===== src/rtl/regfile_arb_pkg.sv =====
// Shared constants for the register-file port arbiter: FSM encoding and default widths.
package regfile_arb_pkg;
  localparam logic [1:0] ST_INIT   = 2'd0;
  localparam logic [1:0] ST_ARB    = 2'd1;
  localparam logic [1:0] ST_LOCKED = 2'd2;

  localparam int DW_DEF = 16;
  localparam int AW_DEF = 4;
endpackage


===== src/rtl/regfile_port_arbiter_rr_pick.sv =====
// Combinational round-robin picker: first set request at or after ptr, wrapping modulo NREQ.
module rr_pick
  import regfile_arb_pkg::*;
#(
  parameter int NREQ = 4,
  parameter int PW   = 2
) (
  input  logic [NREQ-1:0] req,
  input  logic [PW-1:0]   ptr,
  output logic [NREQ-1:0] gnt,
  output logic [PW-1:0]   idx,
  output logic            any
);
  always_comb begin
    logic [PW-1:0] cand;
    gnt  = '0;
    idx  = '0;
    any  = 1'b0;
    cand = '0;
    for (int k = 0; k < NREQ; k++) begin
      cand = PW'((int'(ptr) + k) % NREQ);
      if (!any && req[cand]) begin
        any       = 1'b1;
        gnt[cand] = 1'b1;
        idx       = cand;
      end
    end
  end
endmodule


===== src/rtl/regfile_port_arbiter.sv =====
// Round-robin arbiter sharing one register-file port (2R/1W) among NREQ requesters, with
// post-reset clear sequence. Optional requester locking under `REGFILE_ARB_LOCK_EN.
module regfile_port_arbiter
  import regfile_arb_pkg::*;
#(
  parameter int NREQ = 4,
  parameter int DW   = DW_DEF,
  parameter int AW   = AW_DEF
) (
  input  logic                 Clk,
  input  logic                 Rst,
  input  logic [NREQ-1:0]      req_valid,
  input  logic [NREQ-1:0]      req_we,
  input  logic [NREQ*AW-1:0]   req_ra1,
  input  logic [NREQ*AW-1:0]   req_ra2,
  input  logic [NREQ*AW-1:0]   req_wa,
  input  logic [NREQ*DW-1:0]   req_wd,
`ifdef REGFILE_ARB_LOCK_EN
  input  logic [NREQ-1:0]      req_lock,
`endif
  output logic [NREQ-1:0]      req_ready,
  output logic [NREQ-1:0]      resp_valid,
  output logic [DW-1:0]        resp_d1,
  output logic [DW-1:0]        resp_d2,
  output logic [AW-1:0]        rf_re1,
  output logic [AW-1:0]        rf_re2,
  output logic [AW-1:0]        rf_w,
  output logic [DW-1:0]        rf_da,
  output logic                 rf_we,
  input  logic [DW-1:0]        rf_d1,
  input  logic [DW-1:0]        rf_d2,
  output logic                 init_done
);
  localparam int PW = (NREQ > 1) ? $clog2(NREQ) : 1;

  logic [1:0]      state;
  logic [AW-1:0]   init_cnt;
  logic [PW-1:0]   rr_ptr;
  logic [PW-1:0]   win_idx;
  logic [PW-1:0]   next_ptr;
  logic [NREQ-1:0] elig;
  logic [NREQ-1:0] gnt;
  logic            any;
  logic            do_wr;
  logic            do_rd;
  logic [AW-1:0]   re1_hold, re2_hold, w_hold;
  logic [DW-1:0]   da_hold;
  logic [NREQ-1:0] vld_p1;
  logic signed [DW-1:0] d1_p1, d2_p1;
`ifdef REGFILE_ARB_LOCK_EN
  logic [PW-1:0]   lock_owner;
`endif

  always_comb begin
    elig = '0;
    if (state == ST_ARB) begin
      elig = req_valid;
`ifdef REGFILE_ARB_LOCK_EN
    end else if (state == ST_LOCKED) begin
      elig = req_valid & (NREQ'(1) << lock_owner);
`endif
    end
  end

  rr_pick #(.NREQ(NREQ), .PW(PW)) u_pick (
    .req (elig),
    .ptr (rr_ptr),
    .gnt (gnt),
    .idx (win_idx),
    .any (any)
  );

  assign do_wr     = any & req_we[win_idx];
  assign do_rd     = any & ~req_we[win_idx];
  assign next_ptr  = (int'(win_idx) == NREQ - 1) ? '0 : win_idx + 1'b1;
  assign req_ready = gnt;

  // Address/data buses keep their last driven value whenever nothing is granted.
  always_comb begin
    rf_we  = 1'b0;
    rf_w   = w_hold;
    rf_da  = da_hold;
    rf_re1 = re1_hold;
    rf_re2 = re2_hold;
    if (state == ST_INIT) begin
      rf_we = Rst;
      rf_w  = init_cnt;
      rf_da = '0;
    end else if (do_wr) begin
      rf_we = 1'b1;
      rf_w  = req_wa[win_idx*AW +: AW];
      rf_da = req_wd[win_idx*DW +: DW];
    end else if (do_rd) begin
      rf_re1 = req_ra1[win_idx*AW +: AW];
      rf_re2 = req_ra2[win_idx*AW +: AW];
    end
  end

  always_ff @(posedge Clk) begin
    re1_hold <= rf_re1;
    re2_hold <= rf_re2;
    w_hold   <= rf_w;
    da_hold  <= rf_da;
  end

  // p1: registered read response
  always_ff @(posedge Clk or negedge Rst) begin
    if (!Rst) begin
      vld_p1 <= '0;
      d1_p1  <= '0;
      d2_p1  <= '0;
    end else begin
      vld_p1 <= do_rd ? gnt : '0;
      if (do_rd) begin
        d1_p1 <= rf_d1;
        d2_p1 <= rf_d2;
      end
    end
  end

  assign resp_valid = vld_p1;
  assign resp_d1    = d1_p1;
  assign resp_d2    = d2_p1;

  always_ff @(posedge Clk or negedge Rst) begin
    if (!Rst) begin
      state      <= ST_INIT;
      init_cnt   <= '0;
      rr_ptr     <= '0;
      init_done  <= 1'b0;
`ifdef REGFILE_ARB_LOCK_EN
      lock_owner <= '0;
`endif
    end else begin
      case (state)
        ST_INIT: begin
          init_cnt <= init_cnt + 1'b1;
          if (&init_cnt) begin
            state     <= ST_ARB;
            init_done <= 1'b1;
          end
        end
        ST_ARB: begin
          if (any) begin
            rr_ptr <= next_ptr;
`ifdef REGFILE_ARB_LOCK_EN
            if (req_lock[win_idx]) begin
              state      <= ST_LOCKED;
              lock_owner <= win_idx;
            end
`endif
          end
        end
`ifdef REGFILE_ARB_LOCK_EN
        ST_LOCKED: begin
          if (any && !req_lock[win_idx]) state <= ST_ARB;
        end
`endif
        default: state <= ST_INIT;
      endcase
    end
  end
endmodule

===== config.mk =====
export PLATFORM = sky130hd
export DESIGN_NAME = regfile_port_arbiter
export DESIGN_NICKNAME = d
export VERILOG_FILES = /design/src/rtl/regfile_arb_pkg.sv /design/src/rtl/regfile_port_arbiter_rr_pick.sv /design/src/rtl/regfile_port_arbiter.sv
export SDC_FILE = /design/constraint.sdc
export NUM_CORES = 1
export LEC_CHECK = 0
export CORE_UTILIZATION = 37
export CTS_CLUSTER_DIAMETER = 60
export DETAILED_ROUTE_END_ITERATION = 6
export MAX_ROUTING_LAYER = met4
export PLACE_DENSITY_LB_ADDON = 0.05
export SLEW_MARGIN = 0
export SYNTH_ARGS = -nofsm -noshare
export SYNTH_HDL_FRONTEND = slang
export SYNTH_SLANG_ARGS = --single-unit

===== constraint.sdc =====
create_clock -name Clk -period 3.75 [get_ports Clk]
set_clock_uncertainty 0.05 [all_clocks]
set_input_delay 0.75 -clock Clk [delete_from_list [all_inputs] [get_ports Clk]]
set_output_delay 0.75 -clock Clk [all_outputs]
set_load 0.01 [all_outputs]

==> flow_metrics.tcl <==
set metrics [dict create \
    slew_violations 0 \
    crit_fanout 8 \
    failed_checks "negative setup slack" \
    tritoncts "built" \
    cts.sinks 72 \
    grt_usage_pct 22.77 \
    fill_cells 901 \
    cp.required_ns 2.95 \
    arrival_ns 3.26 \
    ys_ff_latch 72 \
    drtPass1Iterations 5 \
    yosys_most_used_dff "dfrtp_1" \
    endpoint_kind "output port" \
    routed-via-count 3929 \
    row_count 39 \
    crit_chain "clkinvlp_4 > ha_4 > and3b_1 > o211ai_1 > o31a_1 > a31o_2 > a221oi_4 > buf_4 > nor3_4 > buf_6 > clkbuf_16 > mux2i_2 > buf_2" \
    grt_setup_unrepaired "true" \
    synth_area_leaders "dfrtp_1, mux2i_1, dfxtp_1" \
    place_ws_ns -0.9322 \
    diodes 0 \
    hpwl_mm 9.880 \
    clkTransAtPathRegs_ns 0.06 \
    ys_seq_area_share_pct 37.85 \
    cts_root_buffer "clkbuf_16" \
    syn_inst 364 \
    syn_nets 527 \
    drcViolationCount 0 \
    register_area_um2 1662 \
    fp.dieH_um 110.9 \
    drt-total-wl_mm 13.95 \
    crit_slowest_cell "dfrtp_1" \
    setup_viol 29 \
    numPortBuffers 223 \
    period_minus_slack_ns 4.058 \
    fp.dieW_um 110.9 \
    max_freq_ghz 0.2464 \
    drive_gt1_share_pct 33.39 \
    ant_nets 0 \
    period_share_pct 108.2 \
    hold_path.class "flip-flop to flip-flop" \
    antenna_found_initial 0 \
    insertion_delay_ns 0.33 \
    peakVddDrop_v 0.0008084 \
    status "finished with violations" \
    async_reset_ff_share_pct 61.11 \
    dpl_cell_area_um2 7014 \
    routed_via_density 4.992 \
    synth_top_cell_by_area "dfrtp_1" \
    p_per_area_nw_per_um2 1227 \
    fin_util_pct 68.63 \
    worstMarginPinSlew_ns 0.5782 \
    synth.distinct_cells 52 \
    fin_ws_ns -0.3077 \
    start_kind "flip-flop" \
    htree_levels 3 \
    ys_warn_count 0 \
    ctsHoldBuffers 0 \
    syn_avg_cell_area_um2 12.06 \
    ios 224 \
    grt_pass1_wl_mm 21.17 \
    finalHoldViolCount 0 \
    grt_pass1_vias 4089 \
    crit_buf_inv 5 \
    synth_commonest_cells "mux2i_1, dfrtp_1, mux2_4, nand2_1, dfxtp_1" \
    slew_headroom_pct 61.45 \
    crit_family "compound AO/OA/AOI/OAI gates" \
    syn_area_um2 4390 \
    cts_buffers 9 \
    initial_core_util_pct 38.29 \
    postLayoutCellArea_um2 7870 \
    die_area_um2 12310 \
    grt_overflow 0 \
    multi_input_area_um2 2813 \
    yosysMostFrequentCell "mux2i_1" \
    area_growth_pct 79.25 \
    grt_start_max_net_pins 45 \
    place_congestion 0.8699 \
    routedWlPerCell_um 17.72 \
    fp.coreArea_um2 11470 \
    critical-path-max-stage-delay_ns 0.40 \
    synth_edf_count 0 \
    drt_iter0_drc 127 \
    clock_path_buffers 2 \
    yosys.area.top_type_share_pct 25.08 \
    p_leak_nw 3.596 \
    path_class "flip-flop to output port" \
    nNetsFinal 802 \
    drv_cap 0 \
]
-- cell families after synthesis --
family,share of synthesized area (%)
AO/OA/AOI/OAI,6.983
XOR/XNOR,0.5986
adder cells (fa/ha/maj),2.565
buffers and inverters,4.787
flip-flops,37.85
multiplexers,40.15
AND/OR/NAND/NOR,7.068
-- flip-flops by register name (all words and copies together), names as in the netlist, 2 cells and up --
signal / count
re1_hold: 4
rr_ptr: 2
da_hold: 16
resp_d1: 16
w_hold: 4
resp_valid: 4
resp_d2: 16
re2_hold: 4
init_cnt: 4
-- routing by layer --
layer  track usage, %  part of all wire [%]  routed length, um
met5                -                     0                  0
met4            7.022                   1.6                218
met3            7.873                   7.9               1104
met1            26.82                    43               5952
met2            36.56                    48               6674
-- worst paths after layout --
| path | slack (ns) | cells past startpoint | start | to |
|---|---|---|---|---|
| max | -0.31 | 13 | rr_ptr[0]$_DFFE_PN0P_ | rf_da[6] |
| min | 0.42 | 2 | da_hold[4]$_DFF_P_ | da_hold[4]$_DFF_P_ |
| max reg2reg | 0.16 | 15 | rr_ptr[0]$_DFFE_PN0P_ | resp_d2[15]$_DFFE_PN0N_ |
| min reg2reg | 0.42 | 2 | da_hold[4]$_DFF_P_ | da_hold[4]$_DFF_P_ |
| max in group asynchronous | 2.77 | 2 | Rst | resp_valid[1]$_DFF_PN0_ |
| min in group asynchronous | 0.49 | 2 | Rst | init_cnt[2]$_DFFE_PN0N_ |
-- per-stage QoR --
| step | power (mW) | cells | hold WS [ns] | TNS, ns |
|---|---|---|---|---|
| floorplan | 5.205 | 364 | 0.4044 | -1.373 |
| global placement | 7.241 | 746 | 0.4056 | -27.45 |
| detailed placement | 7.329 | 746 | 0.4092 | -29.96 |
| CTS | 8.874 | 776 | 0.4237 | -7.953 |
| global route | 10.15 | 787 | 0.4391 | -11.66 |
| finish | 9.658 | 787 | 0.4238 | -7.666 |
-- report_power, final --
| part | total [mW] | switching (mW) | internal, mW | leakage, nW |
|---|---|---|---|---|
| registers | 1.34 | 0.162 | 1.18 | 0.762 |
| clock network | 0.989 | 0.338 | 0.651 | 0.166 |
| logic | 7.33 | 3.02 | 4.31 | 2.67 |
-- layout make-up --
| type | count | area share (%) |
|---|---|---|
| repair buffers | 286 | 36.25 |
| flip-flops and latches | 72 | 21.11 |
| multi-input cells | 266 | 35.74 |
| clock buffers | 9 | 2.862 |
| clock inverters | 7 | 1.526 |
| inverters | 4 | 0.2385 |
| well taps | 143 | 2.273 |
-- worst reg2reg max path, cell delays in order, from the launching register on --
cell	delay, ns
dfrtp_1	0.40
clkinvlp_4	0.13
ha_4	0.34
and3b_1	0.18
o211ai_1	0.12
o31a_1	0.33
a31o_2	0.28
a221oi_4	0.28
buf_4	0.17
o21bai_4	0.09
clkbuf_16	0.17
buf_4	0.13
buf_4	0.13
buf_4	0.13
buf_4	0.23
mux2_4	0.34
-- cell usage in the layout, fill, tap and decap left out, types with 4 or more instances in the layout --
cell             count
dfrtp_1             44
mux2i_2              8
mux2i_1             68
mux2_2              22
buf_2               12
dfxtp_1             28
clkdlybuf4s50_1    187
nor2_1               5
nand2_1             34
buf_4               48
mux2_4              41
ha_1                 8
a21oi_1              7
buf_12               6
a222oi_1             4
clkbuf_16           13
buf_6               21
mux2i_4             15
-- repair_timing --
| action | CTS | global route |
|---|---|---|
| setup buffers | 11 | 11 |
| gates resized for setup | 150 | 44 |
| setup endpoints to repair | 33 | 33 |
| gates cloned | 3 | 4 |
| hold endpoints to repair | 0 | 0 |
| pin swaps | 9 | 12 |
No activity file was read; power rests on OpenSTA's default activity.
